--- config.mk ---
export PLATFORM = sky130hd
export DESIGN_NAME = meas_bcd_formatter
export DESIGN_NICKNAME = d
export VERILOG_FILES = /design/src/rtl/meas_fmt_pkg.sv /design/src/rtl/bcd_digit_adj.sv /design/src/rtl/meas_bcd_formatter.sv
export SDC_FILE = /design/constraint.sdc
export NUM_CORES = 1
export LEC_CHECK = 0
export ABC_AREA = 1
export BUFFER_PORTS_ARGS = -buffer_cell sky130_fd_sc_hd__buf_2
export CAP_MARGIN = 20
export CORE_UTILIZATION = 45
export DETAILED_ROUTE_END_ITERATION = 10
export SETUP_SLACK_MARGIN = 0.4
export SLEW_MARGIN = 20
export SYNTH_ARGS = -nofsm -noshare
export SYNTH_HDL_FRONTEND = slang
export SYNTH_SLANG_ARGS = --single-unit
--- constraint.sdc ---
create_clock -name Clk -period 1.5 [get_ports Clk]
set_input_delay 0.075 -clock Clk [delete_from_list [all_inputs] [get_ports Clk]]
set_output_delay 0.075 -clock Clk [all_outputs]
set_load 0.01 [all_outputs]
--- src/rtl/meas_fmt_pkg.sv ---
// ---------------------------------------------------------------------------
// meas_fmt_pkg
//   Shared types and constants for the measurement BCD formatter.
//   - fmt_state_t   : converter FSM states (IDLE / SHIFT / LOAD_OUT)
//   - PAD_CODE_DFLT : default nibble shown in unused or blanked display digits
//   - BCD_NINE      : saturation digit used when the value does not fit
//   - ADD3_THRESH   : double-dabble correction threshold (digit >= 5 gets +3)
// ---------------------------------------------------------------------------
package meas_fmt_pkg;

  typedef enum logic [1:0] {
    IDLE     = 2'd0,
    SHIFT    = 2'd1,
    LOAD_OUT = 2'd2
  } fmt_state_t;

  localparam logic [3:0] PAD_CODE_DFLT = 4'hF;
  localparam logic [3:0] BCD_NINE      = 4'd9;
  localparam logic [3:0] ADD3_THRESH   = 4'd5;

endpackage

--- src/rtl/bcd_digit_adj.sv ---
// ---------------------------------------------------------------------------
// bcd_digit_adj
//   Combinational double-dabble correction for one BCD digit: a digit of 5 or
//   more gets 3 added so that the following left shift carries correctly into
//   the next decimal digit.
// Ports
//   digit    in  4  current BCD digit (0..9)
//   adjusted out 4  digit after the conditional +3 (0..12)
// ---------------------------------------------------------------------------
module bcd_digit_adj
  import meas_fmt_pkg::*;
(
  input  logic [3:0] digit,
  output logic [3:0] adjusted
);

  assign adjusted = (digit >= ADD3_THRESH) ? (digit + 4'd3) : digit;

endmodule

--- src/rtl/meas_bcd_formatter.sv ---
// ---------------------------------------------------------------------------
// meas_bcd_formatter
//   Converts the binary measurement word into packed BCD nibbles for the
//   seven-segment display. Sequential double-dabble, one input bit per clock.
//
//   Handshake: BinValid is a one-cycle strobe sampled on a rising Clk edge.
//   A strobe in IDLE starts a conversion at once; a strobe at any other time
//   is parked in a one-deep pending register (last strobe wins) and started in
//   the IDLE cycle that follows LOAD_OUT. A strobe in that same IDLE cycle wins
//   over the pending value, which is then dropped. Busy is high during the
//   BIN_W shift cycles; Done pulses for one cycle when DigitsOut/Overflow take
//   the new result. DigitsOut only ever changes together with Done.
//
// Parameters
//   BIN_W    binary input width
//   DIGITS   BCD digits produced (values that need more saturate to 9s)
//   OUT_DIG  nibbles on DigitsOut; nibbles >= DIGITS carry PAD_CODE
//   PAD_CODE nibble used for unused and blanked digits
//
// Ports
//   Clk       in   1          system clock
//   Rst_n     in   1          asynchronous active-low reset
//   BinIn     in   BIN_W      value to convert
//   BinValid  in   1          strobe: BinIn valid this cycle
//   Busy      out  1          conversion shifting
//   Done      out  1          one-cycle pulse: outputs just updated
//   Overflow  out  1          last value needed more than DIGITS digits
//   DigitsOut out  4*OUT_DIG  packed BCD, units digit in [3:0]
//
// Build option
//   LEADING_ZERO_BLANK_EN : when defined, leading zero digits above the units
//   digit are replaced by PAD_CODE when the result is loaded.
// ---------------------------------------------------------------------------
module meas_bcd_formatter
  import meas_fmt_pkg::*;
#(
  parameter int unsigned BIN_W    = 16,
  parameter int unsigned DIGITS   = 5,
  parameter int unsigned OUT_DIG  = 8,
  parameter logic [3:0]  PAD_CODE = PAD_CODE_DFLT
) (
  input  logic                 Clk,
  input  logic                 Rst_n,
  input  logic [BIN_W-1:0]     BinIn,
  input  logic                 BinValid,
  output logic                 Busy,
  output logic                 Done,
  output logic                 Overflow,
  output logic [4*OUT_DIG-1:0] DigitsOut
);

  localparam int unsigned BCD_W = 4 * DIGITS;
  localparam int unsigned CNT_W = (BIN_W > 1) ? $clog2(BIN_W) : 1;

  if (DIGITS > OUT_DIG) begin : g_bad_digits
    $error("meas_bcd_formatter: DIGITS must not exceed OUT_DIG");
  end
  if (BIN_W == 0) begin : g_bad_width
    $error("meas_bcd_formatter: BIN_W must be at least 1");
  end

  // Place the DIGITS converted nibbles at the bottom, pad everything above.
  function automatic logic [4*OUT_DIG-1:0] pad_upper(input logic [BCD_W-1:0] low);
    logic [4*OUT_DIG-1:0] r;
    r = '0;
    for (int i = 0; i < int'(OUT_DIG); i++) begin
      if (i < int'(DIGITS)) r[4*i +: 4] = low[4*i +: 4];
      else                  r[4*i +: 4] = PAD_CODE;
    end
    return r;
  endfunction

  localparam logic [4*OUT_DIG-1:0] RESET_DIGITS = pad_upper('0);

  fmt_state_t       state;
  logic [BIN_W-1:0] bin_sr;
  logic [BCD_W-1:0] bcd_sr;
  logic [BCD_W-1:0] bcd_adj;
  logic [CNT_W-1:0] bit_cnt;
  logic             ovf_acc;
  logic             pend_valid;
  logic [BIN_W-1:0] pend_val;
  logic [BCD_W-1:0] low_digits;
  logic [BCD_W-1:0] shown_digits;

  for (genvar g = 0; g < int'(DIGITS); g++) begin : g_adj
    bcd_digit_adj u_adj (
      .digit    (bcd_sr[4*g +: 4]),
      .adjusted (bcd_adj[4*g +: 4])
    );
  end

  // A value that carried out of the top digit cannot be shown; show all 9s.
  assign low_digits = ovf_acc ? {DIGITS{BCD_NINE}} : bcd_sr;

`ifdef LEADING_ZERO_BLANK_EN
  // Walk down from the top digit; zeros stay blanked until the first non-zero
  // digit. The units digit is never blanked so a value of 0 shows as "0".
  logic lead;
  always_comb begin
    shown_digits = low_digits;
    lead         = 1'b1;
    for (int i = int'(DIGITS) - 1; i >= 1; i--) begin
      if (lead && (low_digits[4*i +: 4] == 4'd0)) begin
        shown_digits[4*i +: 4] = PAD_CODE;
      end else begin
        lead = 1'b0;
      end
    end
  end
`else
  assign shown_digits = low_digits;
`endif

  always_ff @(posedge Clk or negedge Rst_n) begin
    if (!Rst_n) begin
      state      <= IDLE;
      bin_sr     <= '0;
      bcd_sr     <= '0;
      bit_cnt    <= '0;
      ovf_acc    <= 1'b0;
      pend_valid <= 1'b0;
      pend_val   <= '0;
      Busy       <= 1'b0;
      Done       <= 1'b0;
      Overflow   <= 1'b0;
      DigitsOut  <= RESET_DIGITS;
    end else begin
      Done <= 1'b0;
      case (state)
        IDLE: begin
          if (BinValid || pend_valid) begin
            bin_sr     <= BinValid ? BinIn : pend_val;
            bcd_sr     <= '0;
            ovf_acc    <= 1'b0;
            bit_cnt    <= CNT_W'(BIN_W - 1);
            pend_valid <= 1'b0;
            Busy       <= 1'b1;
            state      <= SHIFT;
          end
        end
        SHIFT: begin
          // Top bit of the corrected accumulator is the carry out of the
          // most significant digit; it is shifted away and remembered.
          {bcd_sr, bin_sr} <= {bcd_adj[BCD_W-2:0], bin_sr, 1'b0};
          ovf_acc          <= ovf_acc | bcd_adj[BCD_W-1];
          if (bit_cnt == '0) begin
            Busy  <= 1'b0;
            state <= LOAD_OUT;
          end else begin
            bit_cnt <= bit_cnt - 1'b1;
          end
        end
        LOAD_OUT: begin
          DigitsOut <= pad_upper(shown_digits);
          Overflow  <= ovf_acc;
          Done      <= 1'b1;
          state     <= IDLE;
        end
        default: begin
          Busy  <= 1'b0;
          state <= IDLE;
        end
      endcase

      // Strobes outside IDLE are parked; IDLE consumes them directly.
      if (BinValid && (state != IDLE)) begin
        pend_valid <= 1'b1;
        pend_val   <= BinIn;
      end
    end
  end

endmodule

Word level (Yosys, flattened, before mapping)
Index checks and enable logic that the tools add are counted.
{ "classes": {"n_addsub": 6, "order_cmp": 5, "eq_ne": 5, "mux": 25, "bitwise_logic": 2, "n_reduce_logical": 13} }
{ "op_table": {"columns": ["op", "n"], "rows": [
  ["2-to-1 mux 20 bit", 2],
  ["case mux 20 bit (2 select lines)", 1],
  ["2-to-1 mux 16 bit", 2],
  ["case mux 16 bit (2 select lines)", 1],
  ["2-to-1 mux 4 bit", 7],
  ["adder 4 x 2 -> 4 bit, second input constant", 5],
  ["greater-or-equal comparator 4 x 3 -> 1 bit, second input constant", 5],
  ["case mux 4 bit (2 select lines)", 1],
  ["nonzero test 2 bit", 4],
  ["2-to-1 mux 1 bit", 6],
  ["inequality test 2 bit, second input constant", 3],
  ["AND reduction 2 bit", 3],
  ["AND reduction 3 bit", 2],
  ["logical NOT 4 bit", 1],
  ["2-to-1 mux 2 bit", 2],
  ["case mux 2 bit (2 select lines)", 1],
  ["subtractor 4 x 1 -> 4 bit, second input constant", 1],
  ["case mux 1 bit (3 select lines)", 1],
  ["equality test 2 x 1 -> 1 bit, second input constant", 1],
  ["equality test 2 bit, second input constant", 1],
  ["logical NOT 2 bit", 1],
  ["case mux 1 bit (2 select lines)", 1],
  ["logical AND 1 bit", 1],
  ["logical OR 1 bit", 1],
  ["other kinds (2)", 2]
]} }
{ "word_totals": {"register_bits": 83, "in_bits": 19, "output_inout_bits": 35, "wordCells": 67} }

Logic depth before layout (Yosys ltp)
Gate-level depths: netlist of the first run.
{ "depth": {"depth_word": 4, "depth_mapped": 8, "ltp_nobuf": 8} }

By module
Synthesis of the first run repeated with hierarchy kept, for this count alone.
{ "unflattened": {"cells_unflattened": 556, "area_unflattened_um2": 4315.4} }
{ "modules_own_cells": {"columns": ["module", "instances", "cells_per_inst", "area_per_inst_um2", "seq_area_each_um2"], "rows": [
  ["meas_bcd_formatter", 1, 441, 3639.7, 2077.0],
  ["bcd_digit_adj", 5, 23, 135.1, 0.0]
]} }

Least setup slack after synthesis of the first run
Ideal clock, no wire load.
{ "synth_path": {"kind": "reg-to-reg", "startpoint": "register state[1]", "endpoint": "register bin_sr[10]", "setup_ps": 87, "arrival_time_ps": 1103, "t_required_ps": 1413, "setup_slack_ps": 311, "stages_incl_launch_ff": 7, "n_path_buf": 1, "period_less_slack_ps": 1189, "path_cell_list": "dfrtp_1 > nor2_1 > nand2_1 > nand2_2 > inv_2 > buf_2 > o211ai_1"} }
{ "synth_via": {"elab_chain_cells": 3, "word_cells_on_any_way": 6, "classes_between": "eq/ne: 2; mux: 1; reduce/logical: 3"} }
{ "synth_rtl": {"columns": ["element", "line", "source"], "rows": [
  ["start: declaration", "meas_bcd_formatter.sv:75", "fmt_state_t state;"],
  ["start signal: assignment", "meas_bcd_formatter.sv:117", "state <= IDLE;"],
  ["start signal: assignment", "meas_bcd_formatter.sv:139", "state <= SHIFT;"],
  ["start signal: assignment", "meas_bcd_formatter.sv:149", "state <= LOAD_OUT;"],
  ["equality test 2 x 1 -> 1 bit or logical NOT 2 bit (tied branches)", "meas_bcd_formatter.sv:130", "case (state)"],
  ["nonzero test 2 bit (no source line) or inequality test 2 bit (tied branches)", null, null],
  ["AND reduction 2 bit (no source line)", null, null],
  ["end signal: assignment", "meas_bcd_formatter.sv:133", "bin_sr <= BinValid ? BinIn : pend_val;"],
  ["end signal: assignment", "meas_bcd_formatter.sv:145", "{bcd_sr, bin_sr} <= {bcd_adj[BCD_W-2:0], bin_sr, 1'b0};"],
  ["end: declaration", "meas_bcd_formatter.sv:76", "logic [BIN_W-1:0] bin_sr;"]
]} }
Several ways; a longest one is shown, not always the timed one.
A chain may end at the register's enable or synchronous reset.

Final worst setup path of the first run
{ "layout_path": {"startpoint": "register state[0]", "endpoint": "register bcd_sr[10]"} }
{ "layout_via": {"elab_chain_cells": 3, "word_cells_on_any_way": 6, "classes_between": "eq/ne: 2; mux: 1; reduce/logical: 3"} }
{ "layout_rtl": {"columns": ["element", "line", "source"], "rows": [
  ["equality test 2 x 1 -> 1 bit or logical NOT 2 bit (tied branches)", "meas_bcd_formatter.sv:130", null],
  ["nonzero test 2 bit (no source line) or inequality test 2 bit (tied branches)", null, null],
  ["AND reduction 2 bit (no source line)", null, null],
  ["end signal: assignment", "meas_bcd_formatter.sv:145", null],
  ["end: declaration", "meas_bcd_formatter.sv:77", "logic [BCD_W-1:0] bcd_sr;"]
]} }
Several ways; a longest one is shown, not always the timed one.

==> out/summary.txt, run 1 <==
ANT nets after route: 0
vias in the first global route: 3,288
final hold viol count: 0
all-layer global routing usage: 22.9%
drt wl/cell: 14.5 um
outcome: complete, no violations
Min Hold Slack: 15.3 ps
final period utilization: 87.2%
# nets final: 613
Overall Power: 10.6 mW
worst-path fanout max: 9
Clock transition at path regs: 80 ps
Worst-Skew Late Latency: 360 ps
syn_area_per_cell: 8.39 sq um
CTS Buf Count: 9
commonest non-fill, non-tap cell in the layout: nand2_1
min cycle time layout: 1310 ps
Post-DP Area: 0.00431 sq mm
final RePlAce weighted congestion: 0.810
Leak: 2.73 nW
die area: 0.00910 sq mm
Yosys reg bits: 83
routed vias/inst: 5.11
number of diodes: 0
Slew Viols, Final: 0
IO Port Bufs: 41
die width: 95.4 um
Die H: 95.4 um
clock buffer depth: 2
first-pass GRT wire length: 15,600 um
placed insts: 608
unique cell type count in the Yosys netlist: 26
initial drt markers: 157
fin cells: 693
clk root buf: clkbuf_8
CP arrival: 1590 ps
Clock Skews: 5.81 ps
CP required: 1780 ps
worst min path class: in2reg
FMAX: 764 MHz
DP HPWL: 5520 um
Final Util: 66.5%
Worst Slack Setup Final: 192 ps
Site Rows: 33
share of cells above drive strength 1: 35.7%
warnings from Yosys: 0
Post-route DRC: 0
H-tree levels: 3
dpl ws: 144 ps
crit end category: flip-flop
WS Path Type: reg2reg
maximum vdd drop: 856 uV
Max-Cap Viols: 0
CP Launch Type: flip-flop
clk sinks: 83
initial core utilization: 47.1%
sequential share of the synthesized area: 52.9%
Area Growth Syn to Fin: 41.3%
Post-Route WL: 10,100 um
largest net degree at the start of global routing: 38
IO Pins: 54
Finished Cell Area: 0.00555 sq mm
initial antenna violation count: 0
unrepaired setup endpoints after global routing: true
GRT overflow: 0
setup TNS: 0 ps
router iterations before antenna repair: 5
Power Density: 1900 mW/mm^2
commonest non-fill, non-tap cells in the layout: 87 x nand2_1, 78 x dfrtp_1, 48 x buf_4
Synth Cell Area: 0.00393 sq mm
via count: 3,541
CTS tree: done
synthesized netlist cell count: 468
endpoints failing setup: 0
placeable core region: 0.00834 sq mm
## worst paths after layout
check,end,from,slack [ps],cells past startpoint
max in group asynchronous,bin_sr[0],Rst_n,690,3
max reg2reg,bcd_sr[10],state[0],190,6
min,pend_val[10],BinIn[10],20,3
min reg2reg,DigitsOut[17],DigitsOut[17],490,2
max,bcd_sr[10],state[0],190,6
min in group asynchronous,DigitsOut[6],Rst_n,220,2
## power by group
part           switching (mW)  internal [mW]
Sequential              0.538           3.11
Clock                   0.812           1.03
Combinational            2.73           2.34
## logic make-up after synthesis
logic type	count (synthesis)	synth area share (%)
other	1	0.0955
adders and majority gates	11	3.50
AOI/OAI and AO/OA	107	15.0
xor gates and xnor gates	3	0.669
buffers and inverters	88	9.78
and+or+nand+nor	175	18.1
DFF	83	52.9
## state kept, by name, indices dropped and copies added (netlist names), 2 cells and up
signal and cells:
state 2, bcd_sr 20, DigitsOut 20, bin_sr 16, pend_val 16, bit_cnt 4
## cell type report
type	instances	area, sq um
Multi-Input combinational cell	308	1890
Fill cell	675	2790
Clock buffer	12	155
Timing Repair Buffer	122	981
Inverter	59	236
Sequential cell	83	2080
Tap cell	105	131
Clock inverter	4	72.6
## critical path, stage by stage (launching register included)
cell	delay [ps]
dfrtp_1	400
inv_2	80
nor2_4	170
buf_4	190
clkbuf_16	170
nand2_1	70
o22ai_1	140
## Yosys cell counts (all sizes together)
cell,n,share of area (%)
nand2,111,11
o21ai,66,8.5
o22ai,11,1.8
buf,20,3.3
conb,1,0.095
o211ai,13,2.5
or2,1,0.16
o21a,1,0.19
a21oi,16,2.0
nor2,37,3.9
nand3b,1,0.19
inv,59,5.6
dfrtp,83,53
nand4,1,0.16
clkbuf,9,0.86
ha,11,3.5
nand3,23,2.9
nor3,1,0.13
xor2,3,0.67
## per-layer routing
layer | routed length (um) | global-route usage [%] | share of wire [%] | up-vias
li1 | - | - | - | 1717
met4 | 118 | 7.34 | 1.2 | 0
met5 | 0 | 0 | 0 | -
met1 | 4290 | 28.7 | 43 | 1706
met3 | 454 | 5.50 | 4.5 | 16
met2 | 5200 | 39.0 | 52 | 102
## repair_timing
action                                  4_1_cts  5_1_grt
gates resized for setup                      86       56
hold endpoints to repair                     47        0
hold buffers                                 16        0
setup buffers                                36       13
endpoints found under the setup margin       80       81
pin swaps                                    26       17
cloned                                        2        2
Note: power is estimated with default switching activity, not from simulation.
==> run 2, diff against run 1 <==
--- a/config.mk
+++ b/config.mk
@@ -5,9 +5,8 @@
 export SDC_FILE = /design/constraint.sdc
 export NUM_CORES = 1
 export LEC_CHECK = 0
-export ABC_AREA = 1
 export BUFFER_PORTS_ARGS = -buffer_cell sky130_fd_sc_hd__buf_2
-export CAP_MARGIN = 20
+export CAP_MARGIN = 30
 export CORE_UTILIZATION = 45
 export DETAILED_ROUTE_END_ITERATION = 10
 export SETUP_SLACK_MARGIN = 0.4
==> run 2 against run 1 <==
Net effect:
- the flow now finishes with violations (setup timing)
- worst setup slack lost 220 ps
- combinational power increased by 33%
- wire length grew 8.0%
- sequential cell count unchanged
- critical endpoint is now bit_cnt[0]
- register-to-register slack lost 220 ps
- critical path type unchanged
==> out/summary.txt, run 2 <==
warnings from Yosys: 0 (unchanged)
ys flop type: dfrtp_1
number of diodes: 0 (unchanged)
placeable core region: 0.00830 sq mm (-0.50%)
post-synth top area cell: dfrtp_1
share of cells above drive strength 1: 57.7% (+22 points)
most common cell in the netlist: dfrtp_1
Post-Route WL: 10,900 um (+8.0%)
initial core utilization: 47.0% (-0.097 points)
Slew Viols, Final: 0 (unchanged)
CTS Buf Count: 9 (unchanged)
Yosys reg bits: 83 (unchanged)
Die H: 95.1 um (-0.34%)
unrepaired setup endpoints after global routing: true
Area contributors post-synth: dfrtp_1 53%, mux2_2 5.2%, a221o_1 3.8%, nor2_1 3.6%, ha_1 3.5%
vias in the first global route: 3,188 (-3.0%)
IO Port Bufs: 41 (unchanged)
Post-DP Area: 0.00458 sq mm (+6.3%)
Area Growth Syn to Fin: 63.7%
worst min path class: in2reg
worst-path fanout max: 3 (-6)
final RePlAce weighted congestion: 0.741 (-8.5%)
clk root buf: clkbuf_8
CP required: 1730 ps (-50 ps)
Site Rows: 33 (unchanged)
# nets final: 538 (-12%)
Worst Slack Setup Final: -28.0 ps (-219 ps)
Post-synth ARST share: 100% (unchanged)
final period utilization: 102% (+15 points)
Clock Skews: 16.3 ps (+10.5 ps)
sequential share of the synthesized area: 53.3% (+0.37 points)
fin cells: 618 (-11%)
largest registers: DigitsOut x20, bcd_sr x20
commonest non-fill, non-tap cells in the layout: 77 x dfrtp_1, 54 x buf_4, 40 x buf_2
Post-synth top cells: 83 x dfrtp_1, 37 x nor2_1, 31 x nand2_1
router iterations before antenna repair: 4 (-1)
Clock transition at path regs: 80 ps (about the same)
Max-Cap Viols: 0 (unchanged)
ANT nets after route: 0 (unchanged)
synthesized netlist cell count: 362 (-23%)
Finished Cell Area: 0.00639 sq mm (+15%)
via count: 3,382 (-4.5%)
Synth top area share: 53.3% (+0.37 points)
crit end category: flip-flop
CP Launch Type: flip-flop
drt wl/cell: 17.6 um (+21%)
clk sinks: 83 (unchanged)
GRT overflow: 0 (unchanged)
DP HPWL: 5060 um (-8.3%)
Overall Power: 12.8 mW (+21%)
routed vias/inst: 5.47 (+7.1%)
Leak: 2.88 nW (+5.5%)
endpoints failing setup: 1 (+1)
die width: 95.1 um (-0.34%)
setup TNS: -28.0 ps (-28.0 ps)
initial drt markers: 114 (-27%)
syn_area_per_cell: 10.8 sq um (+28%)
die area: 0.00904 sq mm (-0.68%)
final hold viol count: 0 (unchanged)
Synth Cell Area: 0.00390 sq mm (-0.70%)
placed insts: 508 (-16%)
Final Util: 76.9% (+10 points)
maximum vdd drop: 865 uV (+1.0%)
Post-synth EDFFs: 0 (unchanged)
commonest non-fill, non-tap cell in the layout: dfrtp_1
Worst-Skew Late Latency: 360 ps (about the same)
outcome: finished with violations
Slew HR: 65.2%
failing checks: setup timing
Power Density: 2010 mW/mm^2 (+5.5%)
Post-route DRC: 0 (unchanged)
measured slew at the worst slew-check pin: 522 ps
H-tree levels: 3 (unchanged)
CP arrival: 1760 ps (+170 ps)
min cycle time layout: 1530 ps (+219 ps)
initial antenna violation count: 0 (unchanged)
IO Pins: 54 (unchanged)
largest net degree at the start of global routing: 84 (+120%)
unique cell type count in the Yosys netlist: 35 (+35%)
first-pass GRT wire length: 15,600 um (+0.13%)
clock buffer depth: 2 (unchanged)
FMAX: 654 MHz (-14%)
CTS tree: done
WS Path Type: reg2reg
all-layer global routing usage: 22.8% (-0.084 points)
run 2: cell types whose count changed in the layout (fill, tap and decap cells not counted), sizes merged, moves of 11 or more:
cell | previous run | this run
mux2i | 0 | 11
nand2 | 111 | 31
buf | 104 | 137
inv | 58 | 12
o21ai | 66 | 29
mux2 | 0 | 18
o211ai | 13 | 0
nand2b | 0 | 15
o31ai | 0 | 14
a221o | 0 | 15
nand3 | 23 | 0
run 2: per-layer routing:
layer	wire [um]	GRT usage (%)
met3	383	4.70
met5	0	0
met1	4780	28.8
met4	214	8.46
met2	5480	38.6
run 2: layout make-up:
| cell class | count | area [sq um] |
|---|---|---|
| inverters | 13 | 58.8 |
| fillers | 516 | 1910 |
| well taps | 105 | 131 |
| clock buffers | 12 | 145 |
| clock inverters | 4 | 97.6 |
| repair buffers | 154 | 1460 |
| multi-input cells | 247 | 2410 |
| flip-flops and latches | 83 | 2080 |
run 2: logic make-up after synthesis:
| kind of cell | Yosys count | share of synthesized area [%] |
|---|---|---|
| multiplexers | 29 | 8.02 |
| AND/OR/NAND/NOR | 95 | 10.9 |
| AO/OA/AOI/OAI | 87 | 15.8 |
| adder cells (fa/ha/maj) | 11 | 3.53 |
| XOR/XNOR | 9 | 2.02 |
| flip-flops | 83 | 53.3 |
| other | 1 | 0.0962 |
| buffers and inverters | 47 | 6.29 |
run 2: critical path: stages, from the launching register on:
cell and delay (ps):
dfrtp_1 390, inv_2 90, ha_4 130, or3b_4 400, nand2_4 90, nand2_2 60
mux2_4 260
run 2: worst paths after layout:
check                              startpoint  cells after the start  slack (ps)       endpoint
worst min-delay path                 BinValid                      3         220     pend_valid
max in group asynchronous               Rst_n                      3         830       state[0]
worst min register to register  DigitsOut[11]                      2         500  DigitsOut[11]
worst max-delay path               bit_cnt[0]                      6         -30     bit_cnt[0]
worst max register to register     bit_cnt[0]                      6         -30     bit_cnt[0]
min in group asynchronous               Rst_n                      3         270   DigitsOut[7]
run 2: timing repair:
action | 4_1_cts | 5_1_grt
buffers inserted | 34 | 29
hold endpoints to repair | 99 | 0
endpoints found under the setup margin | 82 | 83
gates resized for setup | 79 | 87
pin swaps | 36 | 48
hold buffers | 17 | 0
gates cloned | 12 | 2
run 2: through the flow:
step	worst slack, ps	hold slack [ps]
after detailed placement	-6.57	147
final	-28.0	218
after floorplan	38.0	-221
after CTS	1.90	221
after global placement	32.6	147
after global routing	-54.4	219
run 2: report_power, final:
| group | internal, mW | switching (mW) |
|---|---|---|
| sequential | 3.11 | 0.965 |
| clock | 1.15 | 0.829 |
| combinational | 3.72 | 3.04 |
